--- src/rtl/clock_step_controller.sv ---
// CPU clock-enable generator: free-running (RUN) or single-step (STEP) ticks from a programmable divider.
// Optional feature: define TICK_COUNT_EN to enable the wrapping 16-bit tick_count register.
module clock_step_controller #(
    parameter logic [15:0] DIV_SLOW = 16'd2500,
    parameter logic [15:0] DIV_FAST = 16'd0
) (
    input  logic        clk,
    input  logic        reset,
    input  logic        set_freq,
    input  logic        run_req,
    input  logic        step_req,
    input  logic        halt,
    output logic        cpu_tick,
    output logic        step_done,
    output logic        busy,
    output logic [1:0]  state,
    output logic [15:0] tick_count
);

    typedef enum logic [1:0] {
        IDLE   = 2'b00,
        RUN    = 2'b01,
        STEP   = 2'b10,
        HALTED = 2'b11
    } state_t;

    state_t      cur;
    logic [15:0] count;
    logic [15:0] div_sel;
    logic        at_term;
    logic        tick_fire;

    // Divisor is re-selected every cycle, so a frequency change applies mid-count.
    assign div_sel   = set_freq ? DIV_FAST : DIV_SLOW;
    assign at_term   = (count >= div_sel);
    assign tick_fire = at_term && (((cur == RUN) && run_req && !halt) || (cur == STEP));

    assign state = cur;
    assign busy  = (cur == RUN) || (cur == STEP);

    always_ff @(posedge clk or negedge reset) begin
        if (!reset) begin
            cur       <= IDLE;
            count     <= 16'd0;
            cpu_tick  <= 1'b0;
            step_done <= 1'b0;
        end else begin
            cpu_tick  <= 1'b0;
            step_done <= 1'b0;
            case (cur)
                IDLE: begin
                    count <= 16'd0;
                    if (run_req)       cur <= RUN;
                    else if (step_req) cur <= STEP;
                end
                RUN: begin
                    if (!run_req) begin
                        cur   <= IDLE;
                        count <= 16'd0;
                    end else if (halt) begin
                        cur   <= HALTED;
                        count <= 16'd0;
                    end else if (tick_fire) begin
                        cpu_tick <= 1'b1;
                        count    <= 16'd0;
                    end else begin
                        count <= count + 16'd1;
                    end
                end
                // A step always completes; run_req, step_req and halt are ignored here.
                STEP: begin
                    if (tick_fire) begin
                        cpu_tick  <= 1'b1;
                        step_done <= 1'b1;
                        count     <= 16'd0;
                        cur       <= IDLE;
                    end else begin
                        count <= count + 16'd1;
                    end
                end
                HALTED: begin
                    count <= 16'd0;
                    if (!run_req) cur <= IDLE;
                end
                default: begin
                    cur   <= IDLE;
                    count <= 16'd0;
                end
            endcase
        end
    end

`ifdef TICK_COUNT_EN
    logic [15:0] tick_q;

    // Counts on the same edge that raises cpu_tick, so it already includes the visible tick.
    always_ff @(posedge clk or negedge reset) begin
        if (!reset)         tick_q <= 16'd0;
        else if (tick_fire) tick_q <= tick_q + 16'd1;
    end

    assign tick_count = tick_q;
`else
    assign tick_count = 16'd0;
`endif

endmodule

--- config.mk ---
export PLATFORM = sky130hd
export DESIGN_NAME = clock_step_controller
export DESIGN_NICKNAME = d
export VERILOG_FILES = /design/src/rtl/clock_step_controller.sv
export SDC_FILE = /design/constraint.sdc
export NUM_CORES = 1
export LEC_CHECK = 0
export BUFFER_PORTS_ARGS = -buffer_cell sky130_fd_sc_hd__buf_4
export CAP_MARGIN = 15
export CELL_PAD_IN_SITES_DETAIL_PLACEMENT = 0
export CELL_PAD_IN_SITES_GLOBAL_PLACEMENT = 2
export CORE_MARGIN = 1
export CORE_UTILIZATION = 36
export DETAILED_ROUTE_END_ITERATION = 10
export GPL_ROUTABILITY_DRIVEN = 0
export PLACE_DENSITY = 0.81
export SETUP_SLACK_MARGIN = 0.02
export SLEW_MARGIN = 20
export SYNTH_ARGS = -nofsm -noshare
export SYNTH_HDL_FRONTEND = slang
export SYNTH_SLANG_ARGS = --single-unit
export TNS_END_PERCENT = 20
--- constraint.sdc ---
create_clock -name clk -period 4.2 [get_ports clk]
set_input_delay 0.63 -clock clk [delete_from_list [all_inputs] [get_ports clk]]
set_output_delay 0.63 -clock clk [all_outputs]
set_load 0.03 [all_outputs]
==> impl_metrics.json, run 1 <==
{
  "p_per_area_nw_per_um2": 407.8,
  "status": "completed",
  "critPathBufInv": 2,
  "vdd_drop_max_mv": 0.1186,
  "ant_nets": 0,
  "cts_sinks": 20,
  "cts-hold-fix-buffers": 0,
  "cts_tree": "built",
  "grt_first_pass_wirelength_um": 3995,
  "required_ps": 3570,
  "rsz0062_at_grt": "false",
  "drt_iter0_markers": 25,
  "layout_common_cells": "20 x dfrtp_1, 16 x conb_1, 12 x ha_1",
  "antenna_found_initial": 0,
  "cts-buffers-inserted": 3,
  "slew_viol_final": 0,
  "overflow": 0,
  "drv_cap": 0,
  "avgSynthCellArea_sq_um": 9.821,
  "dp_cells": 195,
  "fin_cells": 198,
  "cp_cell_sequence": "inv_1 -> ha_1 -> buf_4",
  "start_util": 0.3729,
  "cp_top_family": "flip-flops",
  "slowest_delay_ps": 430,
  "firstDrtPassIters": 4,
  "fin_ws_ps": 2279,
  "clock_latency_ps": 250,
  "hold_class": "input pin to async pin",
  "cp_max_fo": 5,
  "path_class": "register to primary output",
  "die_h_um": 63.58,
  "syn_inst": 139,
  "register_area_sq_um": 500.5,
  "netlist_area_sq_um": 1365,
  "reg2reg_from": "count[7]",
  "reg2reg_depth": 6,
  "num_rows": 22,
  "area_growth_pct": 6.783,
  "vias_per_cell": 4.480,
  "grt_pass1_vias": 870,
  "cts.root.buffer_cell": "clkbuf_8",
  "cts_resized": 0,
  "finalSetupViolations": 0,
  "crit_path_end_kind": "primary output",
  "hold_violations": 0,
  "coreArea_sq_um": 3661,
  "cp-start-kind": "register",
  "cts_max_level": 1,
  "synth_edf_count": 0,
  "clk_path_buf_depth": 2,
  "io_pins": 27,
  "track_usage": 0.1290,
  "synth_warnings": 0,
  "yosysSeqAreaShare": 0.3666,
  "setup_tns_ps": 0,
  "cts_setup_buffers": 0,
  "die_width_um": 63.58,
  "dr_total_vias": 887,
  "ys.flop_type": "dfrtp_1",
  "fmax_ghz": 0.5205,
  "finalCriticalPeriod_ps": 1921,
  "yosysUniqueCellTypes": 34,
  "wl_met1_um": 1164,
  "finClkSkew_ps": 3.605,
  "nNetsFinal": 170,
  "min_period_over_period": 0.4574,
  "multiInputGateArea_sq_um": 743.2,
  "ys_ff_latch": 20,
  "highest_layer": "met4",
  "reg2reg_to": "count[7]",
  "fillers": 382,
  "design.die.area_sq_um": 4042,
  "total_power_uw": 594.4,
  "routed-wl-met2_um": 956,
  "final_common_cell": "dfrtp_1",
  "wire_per_inst_um": 11.16,
  "port_buffers": 10,
  "drt_wl_total_um": 2209,
  "route.detailed.drc": 0,
  "p_leak_nw": 0.6474,
  "critPathArrivalTime_ps": 1290,
  "wl_met3_um": 60,
  "crit_slowest_cell": "dfrtp_1",
  "dp_hpwl_um": 1692,
  "r2r_slack_ps": 2390,
  "diodes": 0,
  "ys_async_sr_fraction": 1.000,
  "clk_pin_slew_worst_paths_ps": 70,
  "drive_gt1_frac": 0.2000,
  "grt_max_degree": 21,
  "pre_cts_slack_ps": 2033
}
routing by layer:
metal  vias up  track usage
li1        455            -
met1       413       0.1792
met2        17       0.1888
met3         2      0.02174
met4         0      0.06818
met5         -            0
cell usage after synthesis (2+ instances only):
master / instances / area share
dfrtp_1: 20 / 0.37
buf_4: 16 / 0.088
ha_1: 12 / 0.11
inv_1: 10 / 0.028
nor2_2: 9 / 0.041
xnor2_1: 9 / 0.058
nor2_1: 8 / 0.022
nand3_1: 6 / 0.022
nor3_1: 6 / 0.022
nand2_1: 5 / 0.014
xor2_1: 5 / 0.032
o21ai_0: 4 / 0.015
nand2b_1: 3 / 0.014
nand4_1: 3 / 0.014
a21oi_1: 2 / 0.0073
mux2i_1: 2 / 0.015
nor4_1: 2 / 0.0092
sequential cells by signal, summed over array words and instances (netlist names):
name / count
count: 16
state: 2
cpu_tick: 1
step_done: 1
through the flow:
step	area, sq um	util	hold WS, ps
5_1_grt	1458	0.3982	261.0
3_5_place_dp	1416	0.3869	525.7
2_1_floorplan	1421	-	334.4
4_1_cts	1458	0.3982	250.6
3_3_place_gp	1416	0.3869	520.5
6_report	1458	0.3982	240.0
kinds of logic after synthesis:
kind of cell | share of synthesized area
compound gates | 0.05776
xor+xnor | 0.08983
fa+ha+maj | 0.1100
buf+inv | 0.1302
flops | 0.3666
mux | 0.02291
other cells | 0.002747
simple gates | 0.2200
layout make-up:
class                           count  area share
Timing Repair Buffer               10     0.05150
Sequential cell                    20      0.3433
Clock buffer                        3     0.02833
Tap cell                           48     0.04120
Multi-Input combinational cell    107      0.5099
Inverter                           10     0.02575
how the worst max path moves through the flow:
stage                   from   endpoint  slack, ps  cells after the start
CTS                 state[0]       busy       2270                      3
detailed placement  set_freq   count[7]       2030                      7
global placement    set_freq  count[12]       2080                      7
floorplan           set_freq  count[15]       2230                      7
global route        set_freq  count[14]       2180                      7
finish              state[0]       busy       2280                      3
report_power, final:
| group | internal (mW) | leakage, nW | total (mW) | switching (mW) |
|---|---|---|---|---|
| Sequential | 0.207 | 0.276 | 0.227 | 0.0198 |
| Combinational | 0.0862 | 0.350 | 0.246 | 0.160 |
| Clock | 0.0637 | 0.0216 | 0.121 | 0.0574 |
(Power assumes the default switching activity.)
==> inputs of run 2 (changes only) <==
Settings changed: ABC_AREA set to 1, CORE_UTILIZATION 36 to 32, PLACE_DENSITY 0.81 to 0.77.
Clock period 4.2 ns to 1.84 ns, I/O delays scaled along.
==> run 2 against run 1 <==
Hold slack better by 140 ps. Sequential power grew 130%. Largest power group unchanged. Via count grew 30%. Die area increased by 22%. Critical path depth rose by 5. Register-to-register slack worse by 2200 ps. Count of clock-buffer cells in the layout is 1 higher. Total power grew to 2.5 times the previous value. First-iteration DRC count grew 20%. Sequential share of layout area down 4.4 points. Critical path type is now register to register. Utilization shrank 1.9 points.
==> impl_metrics.json, run 2 <==
{
  "status": "completed",
  "crit_slowest_cell": "dfrtp_1",
  "critPathBufInv": 0,
  "required_ps": 2040,
  "start_util": 0.3376,
  "p_leak_nw": 0.8060,
  "cts-buffers-inserted": 3,
  "clock_latency_ps": 260,
  "crit_path_end_kind": "register",
  "port_buffers": 10,
  "reg2reg_to": "count[13]",
  "fillers": 478,
  "switching_share": 0.4242,
  "cp_cell_sequence": "ha_1 -> a21oi_1 -> nand2_1 -> nor2_2 -> nand3_2 -> nand2_4 -> nand2_8 -> nor2_1",
  "cts_sinks": 20,
  "hold_class": "input pin to register",
  "route.detailed.drc": 0,
  "wire_per_inst_um": 12.63,
  "vias_per_cell": 4.496,
  "clockPowerShare": 0.236,
  "clk_pin_slew_worst_paths_ps": 80,
  "coreArea_sq_um": 4414,
  "routed-wl-met2_um": 1555,
  "layout_common_cells": "29 x nand2_1, 24 x inv_1, 20 x dfrtp_1",
  "yosysUniqueCellTypes": 25,
  "cts.root.buffer_cell": "clkbuf_8",
  "firstDrtPassIters": 4,
  "p_int_uw": 859.7,
  "grt_first_pass_wirelength_um": 5499,
  "p_switching_uw": 633.5,
  "total_power_mw": 1.493,
  "avgSynthCellArea_sq_um": 7.969,
  "track_usage": 0.1419,
  "critPathArrivalTime_ps": 1850,
  "critPathLaunch": "count[11]",
  "top_register": "count",
  "clk_path_buf_depth": 2,
  "wl_met1_um": 1544,
  "cts_tree": "built",
  "netlist_area_sq_um": 1490,
  "ys_top_cells_by_area": "dfrtp_1 34%, ha_1 10%, buf_4 8.1%",
  "highest_layer": "met4",
  "min_period_over_period": 0.8970,
  "die_width_um": 70.24,
  "finClkSkew_ps": 4.652,
  "cts_max_level": 1,
  "ys_ff_latch": 20,
  "vdd_drop_max_mv": 0.3865,
  "cp-start-kind": "register",
  "largest_reg_flops": 16,
  "ys.flop_type": "dfrtp_1",
  "finalCriticalPeriod_ps": 1651,
  "slowest_delay_ps": 390,
  "cp_top_family": "simple AND/OR/NAND/NOR gates",
  "yosysSeqAreaShare": 0.3359,
  "rsz0062_at_grt": "false",
  "syn_inst": 187,
  "r2r_slack_ps": 190,
  "min_to": "state[1]",
  "synth_warnings": 0,
  "drv_cap": 0,
  "die_h_um": 70.24,
  "hold_path_startpoint": "run_req",
  "setup_tns_ps": 0,
  "synth_most_common_cell": "nand2_1",
  "design.die.area_sq_um": 4934,
  "min_path_cells": 4,
  "fmax_ghz": 0.6059,
  "synth_edf_count": 0,
  "path_class": "register to register",
  "wl_met3_um": 109,
  "drive_gt1_frac": 0.2059,
  "grt_max_degree": 21,
  "slew_viol_final": 0,
  "overflow": 0,
  "synth_top_area_frac": 0.3359,
  "fin_ws_ps": 189.4,
  "ys_async_sr_fraction": 1.000,
  "power_frac_seq": 0.355,
  "hold_violations": 0,
  "dp_hpwl_um": 2471,
  "antenna_found_initial": 0,
  "p_per_area_nw_per_um2": 891.9,
  "reg2reg_from": "count[11]",
  "num_rows": 24,
  "synth_top_cells_by_count": "29 x nand2_1, 24 x inv_1, 20 x dfrtp_1",
  "reg2reg_depth": 8,
  "dr_total_vias": 1151,
  "ant_nets": 0,
  "finalSetupViolations": 0,
  "nNetsFinal": 223,
  "grt_pass1_vias": 1230,
  "final_common_cell": "nand2_1",
  "area_growth_pct": 12.34,
  "io_pins": 27,
  "yosysTopAreaCell": "dfrtp_1",
  "cp_max_fo": 8,
  "pre_cts_slack_ps": 56.33,
  "drt_iter0_markers": 30,
  "drt_wl_total_um": 3233,
  "combinationalPowerShare": 0.409,
  "diodes": 0
}
run 2: cell count changes in the layout (fill, tap and decap cells not counted), moves of 3 or more:
cell / before / now
buf_4: 10 / 13
inv_1: 10 / 24
nand2_1: 5 / 29
nand2b_1: 3 / 0
nand3_1: 6 / 10
nor2_1: 8 / 18
nor2_2: 9 / 14
nor3_1: 6 / 11
o21ai_0: 4 / 1
xnor2_1: 9 / 3
xor2_1: 5 / 10
run 2: power by group through the flow:
stage                     registers, mW  logic, mW  clock network [mW]
after floorplan                   0.565      0.434                   0
after global routing              0.539      0.686               0.385
final                             0.530      0.611               0.352
after global placement            0.538      0.564                   0
after CTS                         0.531      0.577               0.357
after detailed placement          0.539      0.570                   0
run 2: area by class of cell:
type / count / area, sq um / area share
clock buffers: 4 / 55.05 / 0.03288
inverters: 26 / 97.59 / 0.05830
multi-input cells: 140 / 848.3 / 0.5067
flip-flops and latches: 20 / 500.5 / 0.2990
well taps: 52 / 65.06 / 0.03886
repair buffers: 14 / 107.6 / 0.06427
run 2: timing repair:
action	in CTS	in global routing
hold endpoints to repair	20	0
gates resized for setup	0	3
buffers inserted	0	1
endpoints found under the setup margin	0	17
hold buffers	1	0
run 2: logic make-up (layout without fill, tap and decap cells):
logic type / count (synthesis) / in the layout / synth area share
AO/OA/AOI/OAI: 6 / 6 / 0.02182
XOR/XNOR: 13 / 13 / 0.07641
adder cells (fa/ha/maj): 12 / 12 / 0.1008
buffers and inverters: 43 / 44 / 0.1537
flip-flops: 20 / 20 / 0.3359
multiplexers: 1 / 1 / 0.007556
other: 1 / 16 / 0.002516
AND/OR/NAND/NOR: 91 / 92 / 0.3014
run 2: routing by layer:
metal	up-vias	GRT usage
met4	0	0.03333
li1	588	-
met2	19	0.2339
met5	-	0
met3	7	0.04185
met1	537	0.1816
run 2: worst max-delay path by stage:
stage,end,depth (start not counted)
after floorplan,count[0],9
after global placement,count[13],11
after detailed placement,count[13],10
after CTS,count[13],10
after global routing,state[0],10
final,count[13],8
run 2: per-stage QoR:
stage               cell area (sq um)  hold slack [ps]  instances    util
finish                           1674            380.0        256  0.3793
global route                     1674            384.5        256  0.3793
CTS                              1635            367.6        254  0.3705
detailed placement               1570            176.8        249  0.3557
global placement                 1570            175.0        249  0.3557
floorplan                        1546           -19.59        202       -
run 2: tightest hold or removal path: stages:
cell,delay [ps]
buf_4,100
o21ai_0,90
nand3_1,90
nand2_1,50
